==> src/rtl/pipeline_hazard_ctrl_pkg.sv <==
`default_nettype none
// ============================================================================
// Module  : pipeline_hazard_ctrl_pkg
// Brief   : Shared state encodings and register constants for the pipeline
//           hazard sequencer, its decoder and debug views.
// Revision: 1.0 - initial release
// ============================================================================
package pipeline_hazard_ctrl_pkg;

    // dmem wait FSM state encoding (visible externally on fsm_state)
    typedef enum logic [1:0] {
        ST_RUN      = 2'b00,
        ST_MEM_WAIT = 2'b01,
        ST_ERR      = 2'b10
    } hz_state_t;

    // Architectural zero register: writes to it never create a dependency
    localparam logic [4:0] c_REG_ZERO = 5'd0;

    // Width of the consecutive-wait counter (covers MEM_TIMEOUT up to 255)
    localparam int c_WAIT_W = 8;

endpackage
`default_nettype wire

==> src/rtl/pipeline_hazard_ctrl_sat_counter.sv <==
`default_nettype none
// ============================================================================
// Module  : sat_counter
// Brief   : Up-counter that increments by one when inc is high and sticks at
//           all-ones instead of wrapping. Asynchronous active-low clear.
// Revision: 1.0 - initial release
// ============================================================================
module sat_counter #(
    parameter int CNT_W = 32
) (
    input  logic             clk,
    input  logic             rst,
    input  logic             inc,
    output logic [CNT_W-1:0] count
);

    localparam logic [CNT_W-1:0] c_ONE = {{(CNT_W-1){1'b0}}, 1'b1};

    logic [CNT_W-1:0] r_count;

    // Count qualifying cycles, holding at full scale once reached
    always_ff @(posedge clk or negedge rst) begin
        if (!rst) begin
            r_count <= '0;
        end else if (inc && (r_count != {CNT_W{1'b1}})) begin
            r_count <= r_count + c_ONE;
        end
    end

    assign count = r_count;

endmodule
`default_nettype wire

==> src/rtl/pipeline_hazard_ctrl.sv <==
`default_nettype none
// ============================================================================
// Module  : pipeline_hazard_ctrl
// Brief   : Central stall/flush sequencer for the 5-stage pipeline. Resolves
//           load-use, taken-branch and multi-cycle dmem hazards, runs the dmem
//           wait/timeout FSM and keeps saturating stall/flush counters.
// Revision: 1.0 - initial release
// ============================================================================
module pipeline_hazard_ctrl
    import pipeline_hazard_ctrl_pkg::*;
#(
    parameter int MEM_TIMEOUT = 16,
    parameter int CNT_W       = 32
) (
    input  logic             clk,
    input  logic             rst,
    input  logic [4:0]       id_rs0,
    input  logic [4:0]       id_rs1,
    input  logic             id_rs0_used,
    input  logic             id_rs1_used,
    input  logic [4:0]       ex_rf_wa,
    input  logic             ex_rf_we,
    input  logic             ex_is_load,
    input  logic             ex_br_taken,
    input  logic             mem_req,
    input  logic             mem_ack,
    output logic             pc_stall,
    output logic             ifid_stall,
    output logic             ifid_flush,
    output logic             idex_stall,
    output logic             idex_flush,
    output logic             exmem_stall,
    output logic             memwb_flush,
    output logic             mem_err,
    output logic [1:0]       fsm_state,
    output logic [CNT_W-1:0] stall_cnt,
    output logic [CNT_W-1:0] flush_cnt
);

    // Last wait count before the next unacked edge becomes a timeout
    localparam logic [c_WAIT_W-1:0] c_WAIT_LAST = c_WAIT_W'(MEM_TIMEOUT - 1);
    localparam logic [c_WAIT_W-1:0] c_WAIT_ONE  = c_WAIT_W'(1);

    hz_state_t           r_state;
    logic [c_WAIT_W-1:0] r_wait_cnt;
    logic                r_mem_err;

    logic w_lu;
    logic w_br;
    logic w_mw;
    logic w_err;
    logic w_br_flush;

    // Hazard detection: loaded value needed by the instruction right behind it
    assign w_lu = ex_is_load && ex_rf_we && (ex_rf_wa != c_REG_ZERO) &&
                  ((id_rs0_used && (id_rs0 == ex_rf_wa)) ||
                   (id_rs1_used && (id_rs1 == ex_rf_wa)));
    assign w_br  = ex_br_taken;
    assign w_err = (r_state == ST_ERR);
    assign w_mw  = ((r_state == ST_MEM_WAIT) || (r_state == ST_RUN)) &&
                   mem_req && !mem_ack;

    // Branch flush only counts when no memory hold overrides it
    assign w_br_flush = rst && !w_err && !w_mw && w_br;

    // Prioritised stall/flush decode; reset forces bubbles everywhere
    always_comb begin
        pc_stall    = 1'b0;
        ifid_stall  = 1'b0;
        ifid_flush  = 1'b0;
        idex_stall  = 1'b0;
        idex_flush  = 1'b0;
        exmem_stall = 1'b0;
        memwb_flush = 1'b0;
        if (!rst) begin
            ifid_flush  = 1'b1;
            idex_flush  = 1'b1;
            memwb_flush = 1'b1;
        end else if (w_err || w_mw) begin
            // Freeze everything up to MEM; WB receives a bubble
            pc_stall    = 1'b1;
            ifid_stall  = 1'b1;
            idex_stall  = 1'b1;
            exmem_stall = 1'b1;
            memwb_flush = 1'b1;
        end else if (w_br) begin
            // Wrong-path instructions in IF/ID and ID/EX are discarded
            ifid_flush  = 1'b1;
            idex_flush  = 1'b1;
        end else if (w_lu) begin
            pc_stall    = 1'b1;
            ifid_stall  = 1'b1;
            idex_flush  = 1'b1;
        end
    end

    // dmem wait FSM with timeout; ERR is absorbing until reset
    always_ff @(posedge clk or negedge rst) begin
        if (!rst) begin
            r_state    <= ST_RUN;
            r_wait_cnt <= '0;
            r_mem_err  <= 1'b0;
        end else begin
            r_mem_err <= r_mem_err || (r_state == ST_ERR);
            case (r_state)
                ST_RUN: begin
                    if (mem_req && !mem_ack) begin
                        r_state    <= ST_MEM_WAIT;
                        r_wait_cnt <= c_WAIT_ONE;
                    end
                end
                ST_MEM_WAIT: begin
                    if (mem_ack || !mem_req) begin
                        r_state    <= ST_RUN;
                        r_wait_cnt <= '0;
                    end else if (r_wait_cnt == c_WAIT_LAST) begin
                        r_state <= ST_ERR;
                    end else begin
                        r_wait_cnt <= r_wait_cnt + c_WAIT_ONE;
                    end
                end
                ST_ERR: begin
                    r_state <= ST_ERR;
                end
                default: begin
                    r_state    <= ST_RUN;
                    r_wait_cnt <= '0;
                end
            endcase
        end
    end

    assign fsm_state = r_state;
    assign mem_err   = r_mem_err;

    sat_counter #(
        .CNT_W (CNT_W)
    ) u_stall_cnt (
        .clk   (clk),
        .rst   (rst),
        .inc   (pc_stall),
        .count (stall_cnt)
    );

    sat_counter #(
        .CNT_W (CNT_W)
    ) u_flush_cnt (
        .clk   (clk),
        .rst   (rst),
        .inc   (w_br_flush),
        .count (flush_cnt)
    );

endmodule
`default_nettype wire
==> config.mk <==
export PLATFORM = sky130hd
export DESIGN_NAME = pipeline_hazard_ctrl
export DESIGN_NICKNAME = d
export VERILOG_FILES = /design/src/rtl/pipeline_hazard_ctrl_pkg.sv /design/src/rtl/pipeline_hazard_ctrl_sat_counter.sv /design/src/rtl/pipeline_hazard_ctrl.sv
export SDC_FILE = /design/constraint.sdc
export NUM_CORES = 1
export LEC_CHECK = 0
export CAP_MARGIN = 20
export CORE_MARGIN = 5
export CORE_UTILIZATION = 35
export DETAILED_ROUTE_END_ITERATION = 10
export PLACE_DENSITY = 0.69
export SYNTH_ARGS = -nofsm -noshare
export SYNTH_HDL_FRONTEND = slang
export SYNTH_SLANG_ARGS = --single-unit
==> constraint.sdc <==
create_clock -name clk -period 3.4 [get_ports clk]
set_clock_uncertainty 0.05 [all_clocks]
set_input_delay 0.68 -clock clk [delete_from_list [all_inputs] [get_ports clk]]
set_output_delay 0.68 -clock clk [all_outputs]
set_load 0.03 [all_outputs]
==> metrics.log <==
INFO  metric vias = 3178
INFO  metric nets = 510
INFO  metric power_leakage = 0.00225 uW
INFO  metric worst-path-max-fanout = 3
INFO  metric grt_pass1_wl = 15.6 mm
INFO  metric clock_latency = 0.35 ns
INFO  metric cp-end-kind = output pin
INFO  metric finalCriticalPeriod = 3.24 ns
INFO  metric crit_start = ex_rf_wa[3]
INFO  metric drt_wl_total = 9.34 mm
INFO  metric grt_antenna_before_repair = 0
INFO  metric cp_cell_sequence = clkdlybuf4s50_1, xor2_1, nor4_2, a32oi_1, or3_1, a21oi_1, buf_4
INFO  metric track_usage = 0.146
INFO  metric worst-endpoint-arrival = 2.51 ns
INFO  metric cts.clk_slew.worst_paths = 0.09 ns
INFO  metric final.period_utilization = 0.952
INFO  metric worst_ir_drop_vdd = 405 uV
INFO  metric power_per_cell_area = 471 nW/um^2
INFO  metric maxSlewViolCount = 0
INFO  metric drtIter0Drc = 123
INFO  metric antenna_cells_inserted = 0
INFO  metric setup.worst_path.start_class = input pin
INFO  metric post_synth_instance_area = 3850 sq um
INFO  metric run_status = completed
INFO  metric grt-ovfl-total = 0
INFO  metric io_pins = 98
INFO  metric timing.final.setup_violations = 0
INFO  metric critical_path_required = 2.67 ns
INFO  metric worst-setup-path-type = in2out
INFO  metric holdWs = 0.0838 ns
INFO  metric grt_max_degree = 43
INFO  metric crit_slowest_cell = sky130_fd_sc_hd__clkdlybuf4s50_1
INFO  metric place.gp.congestion = 0.907
INFO  metric max_clock_freq = 0.309 GHz
INFO  metric io_buffers = 97
INFO  metric die_y = 115 um
INFO  metric core_area = 10800 sq um
INFO  metric drt-pass1-iter-count = 4
INFO  metric finalHoldViolations = 0
INFO  metric area_growth_syn_to_layout = 35.6%
INFO  metric h-tree-depth = 3
INFO  metric holdCritPathClass = in2async
INFO  metric floorplan.die_area = 13200 sq um
INFO  metric drc_viols = 0
INFO  metric cts_max_path_buffers = 2
INFO  metric initial_utilization = 0.357
INFO  metric least_margin_pin_slew = 0.602 ns
INFO  metric yosysUniqueCellTypes = 45
INFO  metric cts.sinks = 75
INFO  metric synth.ff_latch_count = 75
INFO  metric max-cap-violations = 0
INFO  metric crit_buf_inv = 2
INFO  metric critical-path-top-delay-family = simple AND/OR/NAND/NOR gates
INFO  metric worst_slew_margin_rel = 0.596
INFO  metric totalNegativeSetupSlack = 0 ns
INFO  metric timing.critical_path.slowest_cell_delay = 0.47 ns
INFO  metric r2r-start = u_stall_cnt.count[7]
INFO  metric clockRootBuffer = sky130_fd_sc_hd__clkbuf_8
INFO  metric floorplan.rows = 38
INFO  metric syn-num-nets = 407
INFO  metric hpwl = 6.82 mm
INFO  metric post_synth.cell_area_avg = 10.1 sq um
INFO  metric cts-buffers-inserted = 9
INFO  metric cts.repair_timing.setup_buffer_count = 0
INFO  metric cts_tree = done
INFO  metric wire_length_per_cell = 14.9 um
INFO  metric yosysWarnings = 0
INFO  metric routed_via_density = 5.06
INFO  metric first_global_vias = 3237
INFO  metric synthesis.instances = 380
INFO  metric grt_setup_unrepaired = no
INFO  metric register_area_share_after_synthesis = 0.487
INFO  metric final_antenna_net_count = 0
INFO  metric layout-drive-gt1-share = 0.0922
INFO  metric die_x = 115 um
synthesized netlist by cell type (all sizes together):
master | number | area [sq um]
or2 | 1 | 6.26
nor2b | 2 | 12.5
o31a | 2 | 17.5
a311oi | 1 | 15.0
inv | 10 | 37.5
buf | 8 | 51.3
nor4b | 1 | 8.76
a31o | 1 | 8.76
nand3 | 33 | 165
clkbuf | 5 | 18.8
nor3b | 3 | 22.5
xor2 | 42 | 368
nand4 | 15 | 93.8
nand4b | 1 | 8.76
o21ai | 13 | 68.8
a31oi | 4 | 25.0
nand2 | 30 | 113
xnor2 | 28 | 245
nor3 | 24 | 131
o41ai | 1 | 8.76
nor4 | 8 | 83.8
a211oi | 1 | 12.5
mux2 | 3 | 33.8
a21o | 3 | 22.5
or4 | 1 | 7.51
and2 | 4 | 25.0
and3 | 19 | 119
or3 | 1 | 6.26
nor2 | 18 | 67.6
a21oi | 5 | 25.0
ha | 3 | 37.5
dfrtp | 75 | 1880
nand2b | 5 | 31.3
a32oi | 1 | 8.76
and4 | 5 | 43.8
nand3b | 1 | 7.51
o31ai | 1 | 7.51
or3b | 1 | 8.76
metal layers:
metal | track usage | vias to the layer above | share of wire | wire (um)
met5 | 0 | - | 0 | 0
met4 | 0.0446 | 0 | 0.010 | 98
met3 | 0.0479 | 8 | 0.063 | 590
met2 | 0.221 | 93 | 0.45 | 4190
met1 | 0.198 | 1533 | 0.48 | 4460
li1 | - | 1544 | - | -
cells in the final DEF, fill, tap and decap left out, types with 2 or more instances in the layout:
cell                              count
sky130_fd_sc_hd__a21o_1               3
sky130_fd_sc_hd__a21oi_1              5
sky130_fd_sc_hd__a31oi_1              4
sky130_fd_sc_hd__and2_1               3
sky130_fd_sc_hd__and3_1              19
sky130_fd_sc_hd__and4_1               5
sky130_fd_sc_hd__buf_4               13
sky130_fd_sc_hd__bufinv_16            2
sky130_fd_sc_hd__clkbuf_8            10
sky130_fd_sc_hd__clkdlybuf4s50_1     90
sky130_fd_sc_hd__clkinvlp_4           2
sky130_fd_sc_hd__dfrtp_1             75
sky130_fd_sc_hd__ha_1                 3
sky130_fd_sc_hd__inv_1               10
sky130_fd_sc_hd__mux2_2               3
sky130_fd_sc_hd__nand2_1             30
sky130_fd_sc_hd__nand2b_1             5
sky130_fd_sc_hd__nand3_1             33
sky130_fd_sc_hd__nand4_1             15
sky130_fd_sc_hd__nor2_1              18
sky130_fd_sc_hd__nor2b_1              2
sky130_fd_sc_hd__nor3_1              23
sky130_fd_sc_hd__nor3b_1              3
sky130_fd_sc_hd__nor4_1               4
sky130_fd_sc_hd__nor4_2               3
sky130_fd_sc_hd__o21ai_0             12
sky130_fd_sc_hd__o31a_1               2
sky130_fd_sc_hd__xnor2_1             28
sky130_fd_sc_hd__xor2_1              42
power breakdown:
part / switching, uW / total (uW) / internal (uW)
Clock: 344 / 778 / 433
Sequential: 116 / 1090 / 978
Combinational: 334 / 588 / 254
Total: 794 / 2460 / 1670
final timing paths:
| path | endpoint | slack (ns) | cells after the start |
|---|---|---|---|
| max | idex_flush | 0.16 | 7 |
| min | u_flush_cnt.count[21] | 0.08 | 1 |
| max reg2reg | u_stall_cnt.count[13] | 0.98 | 7 |
| min reg2reg | r_wait_cnt[7] | 0.44 | 1 |
| max in group asynchronous | u_stall_cnt.count[27] | 2.46 | 2 |
| min in group clk | r_wait_cnt[7] | 0.44 | 1 |
metrics by stage:
stage | cell area (sq um) | power (uW) | std cells | utilization | worst slack, ns
after floorplan | 3850 | 1410 | 380 | - | 0.481
after global placement | 4990 | 1700 | 612 | 0.463 | 0.113
after detailed placement | 4990 | 1700 | 612 | 0.463 | 0.0898
after CTS | 5220 | 2500 | 628 | 0.484 | 0.0796
after global routing | 5220 | 2600 | 628 | 0.484 | 0.0614
final | 5220 | 2460 | 628 | 0.484 | 0.164
area by class of cell:
cell class                 instances  area, sq um
fill                            1005         5570
sequential                        75         1880
multi-input combinational        282         1870
timing repair buffer             105         1030
tap                              140          175
clock buffer                      10          138
clock inverter                     6         88.8
inverter                          10         37.5
cell families after synthesis:
kind of cell / Yosys count / share of synthesized area
xor+xnor: 70 / 0.159
compound gates: 33 / 0.0572
simple gates: 173 / 0.250
mux: 3 / 0.00877
buf+inv: 23 / 0.0279
flops: 75 / 0.487
fa+ha+maj: 3 / 0.00975
what timing repair did:
action / in CTS / in global routing
setup endpoints to repair: 0 / 1
gates resized for setup: 0 / 1
hold buffers: 0 / 0
flip-flops by register name, indices dropped and copies added (netlist names):
register,flops
fsm_state,2
mem_err,1
r_wait_cnt,8
u_flush_cnt.count,32
u_stall_cnt.count,32
(Power assumes the default switching activity.)
